<file path="src/rtl/ps2_pkg.sv">
// Shared types and constants for the PS/2 frame receiver: error codes, deframer states and parity modes.
package ps2_pkg;

  typedef enum logic [2:0] {
    ERR_NONE    = 3'b000,
    ERR_PARITY  = 3'b001,
    ERR_FRAME   = 3'b010,
    ERR_TIMEOUT = 3'b100
  } err_t;

  typedef enum logic [1:0] {
    IDLE   = 2'd0,
    DATA   = 2'd1,
    PARITY = 2'd2,
    STOP   = 2'd3
  } state_t;

  localparam int PARITY_NONE = 0;
  localparam int PARITY_ODD  = 1;
  localparam int PARITY_EVEN = 2;

endpackage

</file>
<file path="src/rtl/ps2_rx_fifo.sv">
// Show-ahead synchronous FIFO holding {error, data} entries.
// A push into a full FIFO with no pop is dropped and raises a sticky overflow flag.
module ps2_rx_fifo #(
  parameter int WIDTH = 11,
  parameter int DEPTH = 8
) (
  input  logic                   clk,
  input  logic                   rst,
  input  logic                   push,
  input  logic [WIDTH-1:0]       push_data,
  input  logic                   pop,
  input  logic                   ovf_clr,
  output logic [WIDTH-1:0]       head,
  output logic                   empty,
  output logic                   full,
  output logic [$clog2(DEPTH):0] count,
  output logic                   overflow
);

  localparam int AW = $clog2(DEPTH);
  localparam logic [AW:0]   CNT_ONE  = (AW+1)'(1);
  localparam logic [AW:0]   CNT_FULL = (AW+1)'(DEPTH);
  localparam logic [AW-1:0] PTR_ONE  = AW'(1);

  logic [WIDTH-1:0] mem [DEPTH];
  logic [AW-1:0]    rd_ptr;
  logic [AW-1:0]    wr_ptr;
  logic             do_push;
  logic             do_pop;
  logic [AW:0]      count_next;

  assign head = mem[rd_ptr];

  // Accepted push/pop and the resulting occupancy
  always_comb begin
    do_pop     = pop && !empty;
    do_push    = push && (!full || do_pop);
    count_next = count;
    if (do_push && !do_pop) begin
      count_next = count + CNT_ONE;
    end else if (!do_push && do_pop) begin
      count_next = count - CNT_ONE;
    end else begin
      count_next = count;
    end
  end

  // Storage, pointers and registered status flags
  always_ff @(posedge clk or posedge rst) begin
    if (rst) begin
      for (int i = 0; i < DEPTH; i++) mem[i] <= '0;
      rd_ptr   <= '0;
      wr_ptr   <= '0;
      count    <= '0;
      empty    <= 1'b1;
      full     <= 1'b0;
      overflow <= 1'b0;
    end else begin
      if (do_push) begin
        mem[wr_ptr] <= push_data;
        wr_ptr      <= wr_ptr + PTR_ONE;
      end
      if (do_pop) begin
        rd_ptr <= rd_ptr + PTR_ONE;
      end
      count <= count_next;
      empty <= (count_next == '0);
      full  <= (count_next == CNT_FULL);
      // A drop takes priority over a coincident clear
      if (push && full && !pop) begin
        overflow <= 1'b1;
      end else if (ovf_clr) begin
        overflow <= 1'b0;
      end
    end
  end

endmodule

</file>
<file path="src/rtl/ps2_frame_receiver.sv">
// PS/2 device-to-host receiver: synchronises and filters the PS/2 clock, deframes
// start/data/parity/stop with an inter-edge timeout, and queues {error,data} entries.
module ps2_frame_receiver
  import ps2_pkg::*;
#(
  parameter int DATA_BITS      = 8,
  parameter int PARITY_MODE    = 1,
  parameter int FIFO_DEPTH     = 8,
  parameter int FILTER_CYCLES  = 4,
  parameter int TIMEOUT_CYCLES = 50000
) (
  input  logic                        CLK,
  input  logic                        RESET,
  input  logic                        CLK_PS2_IN,
  input  logic                        DATA_PS2_IN,
  input  logic                        READ_ENABLE,
  input  logic                        POP,
  input  logic                        OVF_CLR,
  output logic [DATA_BITS-1:0]        BYTE_OUT,
  output logic [2:0]                  ERR_OUT,
  output logic                        EMPTY,
  output logic                        FULL,
  output logic [$clog2(FIFO_DEPTH):0] COUNT,
  output logic                        OVERFLOW
);

  localparam int W  = DATA_BITS + 3;
  localparam int FW = $clog2(FILTER_CYCLES + 1);
  localparam int TW = $clog2(TIMEOUT_CYCLES + 1);
  localparam logic [FW-1:0] FILT_LAST = FW'(FILTER_CYCLES - 1);
  localparam logic [TW-1:0] TMO_LAST  = TW'(TIMEOUT_CYCLES - 1);
  localparam logic [3:0]    LAST_BIT  = 4'(DATA_BITS - 1);

  function automatic logic parity_error(input logic [DATA_BITS-1:0] d, input logic p);
    case (PARITY_MODE)
      PARITY_ODD:  return ((^d) ^ p) != 1'b1;
      PARITY_EVEN: return ((^d) ^ p) != 1'b0;
      default:     return 1'b0;
    endcase
  endfunction

  logic [1:0]           sync_clk;
  logic [1:0]           sync_data;
  logic                 filt_clk;
  logic [FW-1:0]        filt_cnt;
  logic                 filt_flip;
  logic                 fall;
  state_t               state;
  logic [3:0]           bit_cnt;
  logic [DATA_BITS-1:0] shreg;
  logic                 par_bit;
  logic [TW-1:0]        tmo_cnt;
  logic                 push;
  logic [W-1:0]         push_entry;
  logic [2:0]           err_code;
  logic [W-1:0]         head;

  // Two-flop synchronisers for both PS/2 lines
  always_ff @(posedge CLK or posedge RESET) begin
    if (RESET) begin
      sync_clk  <= 2'b11;
      sync_data <= 2'b11;
    end else begin
      sync_clk  <= {sync_clk[0], CLK_PS2_IN};
      sync_data <= {sync_data[0], DATA_PS2_IN};
    end
  end

  // Filter flip condition, falling-edge pulse and error code of the frame ending now
  always_comb begin
    filt_flip = (sync_clk[1] != filt_clk) && (filt_cnt == FILT_LAST);
    fall      = filt_flip && filt_clk;
    err_code  = (sync_data[1] ? ERR_NONE : ERR_FRAME) |
                (parity_error(shreg, par_bit) ? ERR_PARITY : ERR_NONE);
  end

  // Clock filter: count consecutive samples that disagree with the accepted level
  always_ff @(posedge CLK or posedge RESET) begin
    if (RESET) begin
      filt_clk <= 1'b1;
      filt_cnt <= '0;
    end else if (sync_clk[1] == filt_clk) begin
      filt_cnt <= '0;
    end else if (filt_flip) begin
      filt_clk <= sync_clk[1];
      filt_cnt <= '0;
    end else begin
      filt_cnt <= filt_cnt + FW'(1);
    end
  end

  // Deframer FSM with inter-edge timeout; the entry is pushed the cycle after the stop fall
  always_ff @(posedge CLK or posedge RESET) begin
    if (RESET) begin
      state      <= IDLE;
      bit_cnt    <= 4'd0;
      shreg      <= '0;
      par_bit    <= 1'b0;
      tmo_cnt    <= '0;
      push       <= 1'b0;
      push_entry <= '0;
    end else begin
      push <= 1'b0;
      if (!READ_ENABLE) begin
        state   <= IDLE;
        tmo_cnt <= '0;
      end else if (state != IDLE && !fall && tmo_cnt == TMO_LAST) begin
        state      <= IDLE;
        tmo_cnt    <= '0;
        push       <= 1'b1;
        push_entry <= {ERR_TIMEOUT, {DATA_BITS{1'b0}}};
      end else if (fall) begin
        tmo_cnt <= '0;
        case (state)
          IDLE: begin
            if (!sync_data[1]) begin
              state   <= DATA;
              bit_cnt <= 4'd0;
            end
          end
          DATA: begin
            shreg   <= {sync_data[1], shreg[DATA_BITS-1:1]};
            bit_cnt <= bit_cnt + 4'd1;
            if (bit_cnt == LAST_BIT) begin
              state <= (PARITY_MODE == PARITY_NONE) ? STOP : PARITY;
            end
          end
          PARITY: begin
            par_bit <= sync_data[1];
            state   <= STOP;
          end
          STOP: begin
            push       <= 1'b1;
            push_entry <= {err_code, shreg};
            state      <= IDLE;
          end
          default: state <= IDLE;
        endcase
      end else if (state != IDLE) begin
        tmo_cnt <= tmo_cnt + TW'(1);
      end else begin
        tmo_cnt <= '0;
      end
    end
  end

  ps2_rx_fifo #(
    .WIDTH(W),
    .DEPTH(FIFO_DEPTH)
  ) u_fifo (
    .clk      (CLK),
    .rst      (RESET),
    .push     (push),
    .push_data(push_entry),
    .pop      (POP),
    .ovf_clr  (OVF_CLR),
    .head     (head),
    .empty    (EMPTY),
    .full     (FULL),
    .count    (COUNT),
    .overflow (OVERFLOW)
  );

  assign BYTE_OUT = head[DATA_BITS-1:0];
  assign ERR_OUT  = head[W-1 -: 3];

endmodule

</file>
<file path="config.mk">
export PLATFORM = sky130hd
export DESIGN_NAME = ps2_frame_receiver
export DESIGN_NICKNAME = d
export VERILOG_FILES = /design/src/rtl/ps2_pkg.sv /design/src/rtl/ps2_rx_fifo.sv /design/src/rtl/ps2_frame_receiver.sv
export SDC_FILE = /design/constraint.sdc
export NUM_CORES = 1
export LEC_CHECK = 0
export ABC_AREA = 1
export CORE_ASPECT_RATIO = 1.4
export CORE_MARGIN = 3
export CORE_UTILIZATION = 30
export CTS_CLUSTER_DIAMETER = 200
export DETAILED_ROUTE_END_ITERATION = 6
export DONT_BUFFER_PORTS = 1
export HOLD_SLACK_MARGIN = 0.12
export PLACE_DENSITY = 0.51
export SETUP_SLACK_MARGIN = 0.05
export SYNTH_ARGS = -nofsm -noshare
export SYNTH_HDL_FRONTEND = slang
export SYNTH_SLANG_ARGS = --single-unit
</file>
<file path="constraint.sdc">
create_clock -name CLK -period 5.3 [get_ports CLK]
set_clock_uncertainty 0.15 [all_clocks]
set_input_delay 0.795 -clock CLK [delete_from_list [all_inputs] [get_ports CLK]]
set_output_delay 0.795 -clock CLK [all_outputs]
set_load 0.01 [all_outputs]
</file>
==> results of run 1 <==
power groups by stage:
stage / Combinational (uW) / Sequential (uW) / Clock, uW
3_3_place_gp: 807 / 1300 / 0
6_report: 786 / 1280 / 1220
3_5_place_dp: 803 / 1300 / 0
5_1_grt: 901 / 1290 / 1320
4_1_cts: 806 / 1280 / 1260
2_1_floorplan: 633 / 1270 / 0
state kept, by name, indices dropped and copies added, names as in the netlist:
name,flops
bit_cnt,4
filt_clk,1
filt_cnt,3
par_bit,1
push,1
push_entry,11
shreg,8
state,2
sync_clk,2
sync_data,2
tmo_cnt,16
u_fifo.count,4
u_fifo.empty,1
u_fifo.full,1
u_fifo.mem,88
u_fifo.overflow,1
u_fifo.rd_ptr,3
u_fifo.wr_ptr,3
cell type report:
cell class | count | share of cell area (%)
inverter | 74 | 3.47
clock inverter | 12 | 1.86
timing repair buffer | 4 | 0.369
clock buffer | 18 | 5.39
sequential | 152 | 46.8
tap | 310 | 4.76
multi-input combinational | 588 | 37.4
through the flow:
| stage | std cells | utilization, % | power [uW] | worst slack (ps) |
|---|---|---|---|---|
| 3_3_place_gp | 1128 | 31.3 | 2110 | 2600 |
| 4_1_cts | 1158 | 33.7 | 3350 | 2200 |
| 3_5_place_dp | 1128 | 31.3 | 2110 | 2550 |
| 5_1_grt | 1158 | 33.7 | 3510 | 2060 |
| 2_1_floorplan | 850 | - | 1910 | 272 |
| 6_report | 1158 | 33.7 | 3290 | 2270 |
worst max-delay path, cell delays in order, from the launching register on:
cell and delay (ps):
dfrtp_1 380, inv_2 630, nor2_1 80, o32ai_1 280
nand2_1 80, nand2_1 190
worst paths after layout:
kind	startpoint	endpoint	slack [ps]	depth (start not counted)
min	sync_data[0]	sync_data[1]	200	0
min reg2reg	sync_data[0]	sync_data[1]	200	0
max reg2reg	u_fifo.empty	u_fifo.mem[71]	2960	5
max	u_fifo.rd_ptr[0]	BYTE_OUT[5]	2270	5
min in group asynchronous	RESET	tmo_cnt[9]	240	1
max in group asynchronous	RESET	u_fifo.mem[6]	3760	2
Yosys cell counts (2+ instances only):
| master | number |
|---|---|
| dfrtp_1 | 146 |
| nor3b_1 | 4 |
| inv_1 | 68 |
| inv_2 | 6 |
| o21ai_0 | 54 |
| buf_2 | 10 |
| nor2_1 | 104 |
| nand4_1 | 3 |
| nand2_2 | 5 |
| o21ai_2 | 25 |
| nand3_1 | 31 |
| nand4_2 | 2 |
| buf_6 | 14 |
| o21bai_1 | 2 |
| xnor2_1 | 4 |
| buf_1 | 2 |
| nand2_1 | 231 |
| o22ai_1 | 9 |
| o32ai_1 | 23 |
| nand4_4 | 6 |
| ha_1 | 12 |
| buf_4 | 3 |
| dfstp_2 | 6 |
| nor3_1 | 6 |
| nor2_2 | 5 |
| nand3_2 | 3 |
| clkbuf_1 | 6 |
| xor2_1 | 11 |
| o21ai_1 | 43 |
cells by family (layout without fill, tap and decap cells):
kind of cell	Yosys count	in the layout	share of synthesized area, %
AO/OA/AOI/OAI	159	159	13.6
XOR/XNOR	15	15	1.77
adder cells (fa/ha/maj)	12	12	2.02
buffers and inverters	110	108	7.53
flip-flops	152	152	51.4
AND/OR/NAND/NOR	402	402	23.7
layer usage:
metal / global-route usage (%) / routed length, um
met1: 14.5 / 7080
met2: 23.7 / 8320
met3: 2.76 / 463
met4: 5.23 / 342
met5: 0 / 0
==> flow_metrics.tcl, run 1 <==
set metrics [dict create \
    status "finished, final reports clean" \
    hold_path.class "reg2reg" \
    critPathKind "reg2out" \
    clockRootBuffer "clkbuf_16" \
    core_um2 24100 \
    cts_tree "done" \
    fp.dieW_um 139 \
    rows 67 \
    grt_max_degree 86 \
    internal_power_uw 2200 \
    comb_power_share_pct 23.9 \
    io_pins 25 \
    multi_input_area_um2 3050 \
    clockBufferDepth 2 \
    rsz0062_at_grt "false" \
    max_slew_margin_pct 41.9 \
    p_sw_share_pct 33.0 \
    yosysTopAreaCellShare_pct 49.3 \
    drv_slew 0 \
    fin_crit_sh_pct 57.1 \
    drt_first_pass_iters 4 \
    gp_congestion 0.754 \
    finalSetupViolCount 0 \
    fin_tns_setup_ps 0 \
    clk_latency_ps 420 \
    end_kind "output pin" \
    power.switching_uw 1090 \
    cts_buffers 17 \
    regArea_um2 3810 \
    finish.net_count 856 \
    worst_pin_slew_ps 870 \
    ir_drop_v 0.000216 \
    required_ps 4360 \
    netlist_instances 850 \
    synth_edf_count 0 \
    hold_viol_final 0 \
    cts-resized-gates 0 \
    fmax_ghz 0.331 \
    hpwl_mm 10.3 \
    drc_errors 0 \
    layout_commonest_cell "nand2_1" \
    power_density_nw_per_um2 404 \
    wl_mm 16.2 \
    syn_avg_cell_area_um2 8.72 \
    clkSlewWorstSetupHoldPaths_ps 60 \
    drt.antenna.violating_nets 0 \
    hold_ws_ps 205 \
    htreeDepth 4 \
    antenna_cells 0 \
    die_area_um2 26700 \
    drive_gt1_share_pct 11.3 \
    antenna_found_initial 0 \
    finalInstanceArea_um2 8150 \
    async_flop_share_pct 100 \
    place_area_um2 7560 \
    cts_hold_buf 0 \
    wl_per_cell_um 14.0 \
    drv_cap 0 \
    final_cell_mix "nand2_1 (231), dfrtp_1 (146), nor2_1 (104), inv_1 (67), o21ai_0 (54)" \
    port_buffers 0 \
    grt_usage_pct 12.9 \
    synthDistinctLibCells 35 \
    synth_seq_cells 152 \
    synth_area_leader_cell "dfrtp_1" \
    synthTopCellsByArea "dfrtp_1 (49%), nand2_1 (12%), nor2_1 (5.3%)" \
    cp_max_fo 45 \
    via_count 5394 \
    period_needed_ps 3030 \
    seq_area_frac_synth_pct 51.4 \
    grt_pass1_wl_mm 27.6 \
    syn2layout_area_growth_pct 9.89 \
    overflow 0 \
    postCtsSetupBuffers 0 \
    grt_pass1_vias 5480 \
    synthesis.nets 869 \
    worst_setup_path_start_kind "flop" \
    num-fill-cells 2519 \
    yosys_warnings 0 \
    crit_arrival_ps 2080 \
    p_leak_uw 0.00384 \
    first_iter_violations 267 \
    viasPerCell 4.66 \
    netlist_area_um2 7410 \
    ys.flop_type "dfrtp_1" \
    pwr-share-seq_pct 38.9 \
    cts.sinks 152 \
    die-height_um 192 \
    pwr-share-clk_pct 37.2 \
    initial_core_util_pct 30.7 \
]
Power figures use the tool's default switching activity.
==> inputs of run 2 (changes only) <==
PLACE_DENSITY = 0.5   (was 0.51)
clock period = 3.1 ns   (was 5.3 ns; I/O delays follow)
==> flow_metrics.tcl, run 2 (same netlist as run 1, synthesis figures left out) <==
set metrics [dict create \
    dp.cells 1132 \
    final_cells 1170 \
    r2r_slack_ps 890 \
    grt_usage_pct 13.3 \
    grt_most_used_layer "met2" \
    fmax_ghz 0.408 \
    grt_max_degree 98 \
    fin_crit_sh_pct 79.1 \
    clk_latency_ps 430 \
    met3_usage_pct 2.76 \
    status "finished, final reports clean" \
    regArea_um2 3810 \
    hold_viol_final 0 \
    drive_gt1_share_pct 11.5 \
    multi_input_area_um2 3050 \
    rsz0062_at_grt "false" \
    place_area_um2 7610 \
    crit_arrival_ps 1840 \
    clockRootBuffer "clkbuf_16" \
    final_cell_mix "nand2_1 (231), dfrtp_1 (146), nor2_1 (104), inv_1 (67), o21ai_0 (54)" \
    cts_hold_buf 6 \
    drv_cap 0 \
    finalInstanceArea_um2 8290 \
    finish.net_count 866 \
    layout_commonest_cell "nand2_1" \
    hpwl_mm 10.9 \
    cts.sinks 152 \
    power_density_nw_per_um2 700 \
    fin_tns_setup_ps 0 \
    min_path_cells 3 \
    largest_reg_flops 88 \
    worst_pin_slew_ps 579 \
    viasPerCell 4.65 \
    via_count 5435 \
    overflow 0 \
    wl_mm 16.6 \
    cp_max_fo 44 \
    first_iter_violations 285 \
    drt.antenna.violating_nets 0 \
    postCtsSetupBuffers 0 \
    period_needed_ps 2450 \
    required_ps 2480 \
    clkSlewWorstSetupHoldPaths_ps 60 \
    drc_errors 0 \
    port_buffers 0 \
    finalSetupViolCount 0 \
    ir_drop_v 0.000386 \
    max_slew_margin_pct 61.4 \
    critPathKind "reg2out" \
    final_core_util_pct 34.3 \
    startpoint "u_fifo.rd_ptr[1]" \
    syn2layout_area_growth_pct 11.8 \
    drv_slew 0 \
    wl_per_cell_um 14.2 \
    worst_setup_path_start_kind "flop" \
    hp-start "POP" \
    fp.dieW_um 139 \
    clockBufferDepth 2 \
    end_kind "output pin" \
    hold_ws_ps 156 \
    cts-resized-gates 0 \
    io_pins 25 \
    antenna_found_initial 0 \
    grt_pass1_vias 5435 \
    r2r_end "u_fifo.mem[78]" \
    gp_congestion 0.746 \
    cts_buffers 17 \
    drt_first_pass_iters 4 \
    antenna_cells 0 \
    top_register "u_fifo.mem" \
    largestRegisters "u_fifo.mem x88, tmo_cnt x16, push_entry x11" \
    min_to "u_fifo.rd_ptr[1]" \
    core_um2 24100 \
    p_leak_uw 0.00390 \
    die_area_um2 26700 \
    r2r-start "u_fifo.empty" \
    htreeDepth 4 \
    cts_tree "done" \
    grt_pass1_wl_mm 28.5 \
    hold_path.class "in2reg" \
    rows 67 \
    num-fill-cells 2545 \
    worstRegToRegCells 5 \
    die-height_um 192 \
    met1_usage_pct 15.9 \
    gr-usage-met2_pct 23.8 \
    initial_core_util_pct 30.7 \
]
run 2: cell count changes in the layout (fill, tap and decap cells not counted), sizes merged:
cell and change:
dlygate4sd3 +6, clkbuf +3, clkinvlp +1, buf +4, clkinv -1, inv -2, bufinv +1
run 2: critical path, stage by stage, from the launching register on:
cell and delay (ps):
dfrtp_1 370, buf_4 390, o21ai_0 180, o32ai_1 180, nand2_1 110, nand2_1 150
run 2: layer usage:
| layer | vias to the layer above | part of all wire (%) | routed length [um] |
|---|---|---|---|
| met3 | 19 | 2.0 | 330 |
| met4 | 0 | 1.4 | 238 |
| li1 | 2772 | - | - |
| met2 | 46 | 53 | 8730 |
| met5 | - | 0 | 0 |
| met1 | 2598 | 44 | 7300 |
run 2: layout make-up:
class	count	area share [%]
clock inverter	11	2.07
sequential	152	46.0
clock buffer	21	5.43
timing repair buffer	14	1.75
inverter	74	3.39
multi-input combinational	588	36.7
tap	310	4.68
run 2: worst max path at each step:
stage	to	slack [ps]
floorplan	bit_cnt[0]	570
global placement	u_fifo.mem[71]	890
detailed placement	u_fifo.mem[78]	810
CTS	BYTE_OUT[7]	650
global route	BYTE_OUT[7]	470
finish	BYTE_OUT[7]	650
run 2: metrics by stage:
| step | total power (uW) | worst slack (ps) |
|---|---|---|
| after floorplan | 3260 | 573 |
| after global placement | 3650 | 887 |
| after detailed placement | 3660 | 814 |
| after CTS | 5900 | 651 |
| after global routing | 6180 | 472 |
| final | 5810 | 649 |
run 2: power by group:
part	internal, uW	switching, uW	leakage, uW
registers	2080	89.2	0.00202
logic	461	966	0.00158
clock network	1370	843	0.000298
total	3910	1900	0.00390
==> inputs of run 3 (changes only) <==
PLACE_DENSITY = 0.51   (was 0.5)
clock period = 2.2 ns   (was 3.1 ns; I/O delays follow)
==> flow_metrics.tcl, run 3 (same netlist as run 1, synthesis figures left out) <==
set metrics [dict create \
    r2r_end "u_fifo.mem[62]" \
    final_cells 1197 \
    largest_reg_flops 88 \
    grt_usage_pct 13.7 \
    viasPerCell 4.73 \
    grt_max_degree 39 \
    layout_commonest_cell "nand2_1" \
    finish.net_count 893 \
    hpwl_mm 10.9 \
    status "finished, final reports clean" \
    cts_tree "done" \
    slowest_stage "dfrtp_2" \
    htreeDepth 4 \
    drive_gt1_share_pct 20.4 \
    r2r-start "u_fifo.empty" \
    final_core_util_pct 37.0 \
    met1_usage_pct 15.7 \
    hp-start "sync_clk[0]" \
    gp_congestion 0.750 \
    syn2layout_area_growth_pct 20.3 \
    drv_slew 0 \
    clkSlewWorstSetupHoldPaths_ps 60 \
    core_um2 24100 \
    finalInstanceArea_um2 8920 \
    critPathBufInv 2 \
    grt_most_used_layer "met2" \
    cp_max_fo 7 \
    port_buffers 0 \
    num-fill-cells 2470 \
    wl_mm 17.9 \
    hold_path.class "reg2reg" \
    clockRootBuffer "clkbuf_16" \
    rows 67 \
    grt_pass1_wl_mm 29.1 \
    rsz0062_at_grt "true" \
    cp_slowest_stage_delay_ps 440 \
    cts_buffers 17 \
    power_density_nw_per_um2 1030 \
    r2r_slack_ps 300 \
    clockBufferDepth 2 \
    hold_viol_final 0 \
    worst_pin_slew_ps 615 \
    finalSetupViolCount 0 \
    worstRegToRegCells 7 \
    antenna_cells 0 \
    worst_setup_path_start_kind "flop" \
    die-height_um 192 \
    min_path_cells 0 \
    die_area_um2 26700 \
    required_ps 1720 \
    clk_latency_ps 430 \
    initial_core_util_pct 30.7 \
    path_cells "clkinv_4, buf_12, nor2_1, o32ai_2, nand2_1, nand2_2" \
    via_count 5656 \
    overflow 0 \
    met3_usage_pct 2.49 \
    drv_cap 0 \
    p_leak_uw 0.00416 \
    antenna_found_initial 0 \
    io_pins 25 \
    critical_path.top_delay_family "flip-flops" \
    fin_ws_ps 44.0 \
    critPathKind "reg2out" \
    cts.sinks 152 \
    place_area_um2 7750 \
    period_needed_ps 2160 \
    dp.cells 1144 \
    drt_first_pass_iters 4 \
    fp.dieW_um 139 \
    final_cell_mix "nand2_1 (220), dfrtp_1 (145), nor2_1 (82), inv_1 (67), o21ai_1 (56)" \
    min_to "sync_clk[1]" \
    first_iter_violations 344 \
    grt_pass1_vias 5686 \
    ir_drop_v 0.000625 \
    hold_ws_ps 206 \
    largestRegisters "u_fifo.mem x88, tmo_cnt x16, push_entry x11" \
    drt.antenna.violating_nets 0 \
    gr-usage-met2_pct 25.0 \
    fin_crit_sh_pct 98.0 \
    crit_arrival_ps 1680 \
    wl_per_cell_um 15.0 \
    top_register "u_fifo.mem" \
    multi_input_area_um2 3270 \
    regArea_um2 3810 \
    max_slew_margin_pct 58.9 \
    end_kind "output pin" \
    drc_errors 0 \
    dp_slack_ps 306 \
    fmax_ghz 0.464 \
]
-- run 3: repair_timing --
item,4_1_cts,5_1_grt
setup endpoints to repair,11,11
pin swaps,13,41
hold endpoints to repair,129,0
cloned,1,6
buffers inserted,7,1
hold buffers,7,0
gates resized for setup,33,59
-- run 3: how the worst max path moves through the flow --
stage	startpoint	cells after the start	slack, ps	end
2_1_floorplan	RESET	1	-190	bit_cnt[0]
6_report	u_fifo.rd_ptr[0]	6	40	BYTE_OUT[6]
4_1_cts	u_fifo.rd_ptr[0]	8	20	BYTE_OUT[2]
3_3_place_gp	u_fifo.empty	7	320	u_fifo.mem[62]
5_1_grt	u_fifo.rd_ptr[0]	6	-50	BYTE_OUT[5]
3_5_place_dp	u_fifo.empty	7	310	u_fifo.mem[62]
-- run 3: area by class of cell --
type / instances / share of cell area (%)
Timing Repair Buffer: 41 / 6.58
Clock inverter: 14 / 1.56
Tap cell: 310 / 4.35
Sequential cell: 152 / 42.7
Clock buffer: 18 / 4.92
Multi-Input combinational cell: 588 / 36.7
Inverter: 74 / 3.21
-- run 3: report_power, final --
group | internal, uW | total, uW | switching (uW)
Clock | 1620 | 2890 | 1270
Sequential | 2930 | 3050 | 126
Combinational | 1380 | 3210 | 1830
Total | 5920 | 9150 | 3230
-- run 3: stage by stage --
step	TNS (ps)	power, uW
after global placement	0	5200
after detailed placement	0	5200
after CTS	0	8620
after floorplan	-28040	4600
final	0	9150
after global routing	-274	9690
-- run 3: worst reg2reg max path, delay by kind of cell, from the launching register on --
kind	cells	cell delay, ps
flip-flops	1	390
AND/OR/NAND/NOR	3	750
AO/OA/AOI/OAI	2	200
buffers and inverters	2	300
-- run 3: metal layers --
metal / wire length (um) / vias up
met5: 0 / -
li1: - / 2831
met3: 451 / 32
met4: 488 / 0
met2: 9420 / 76
met1: 7540 / 2717
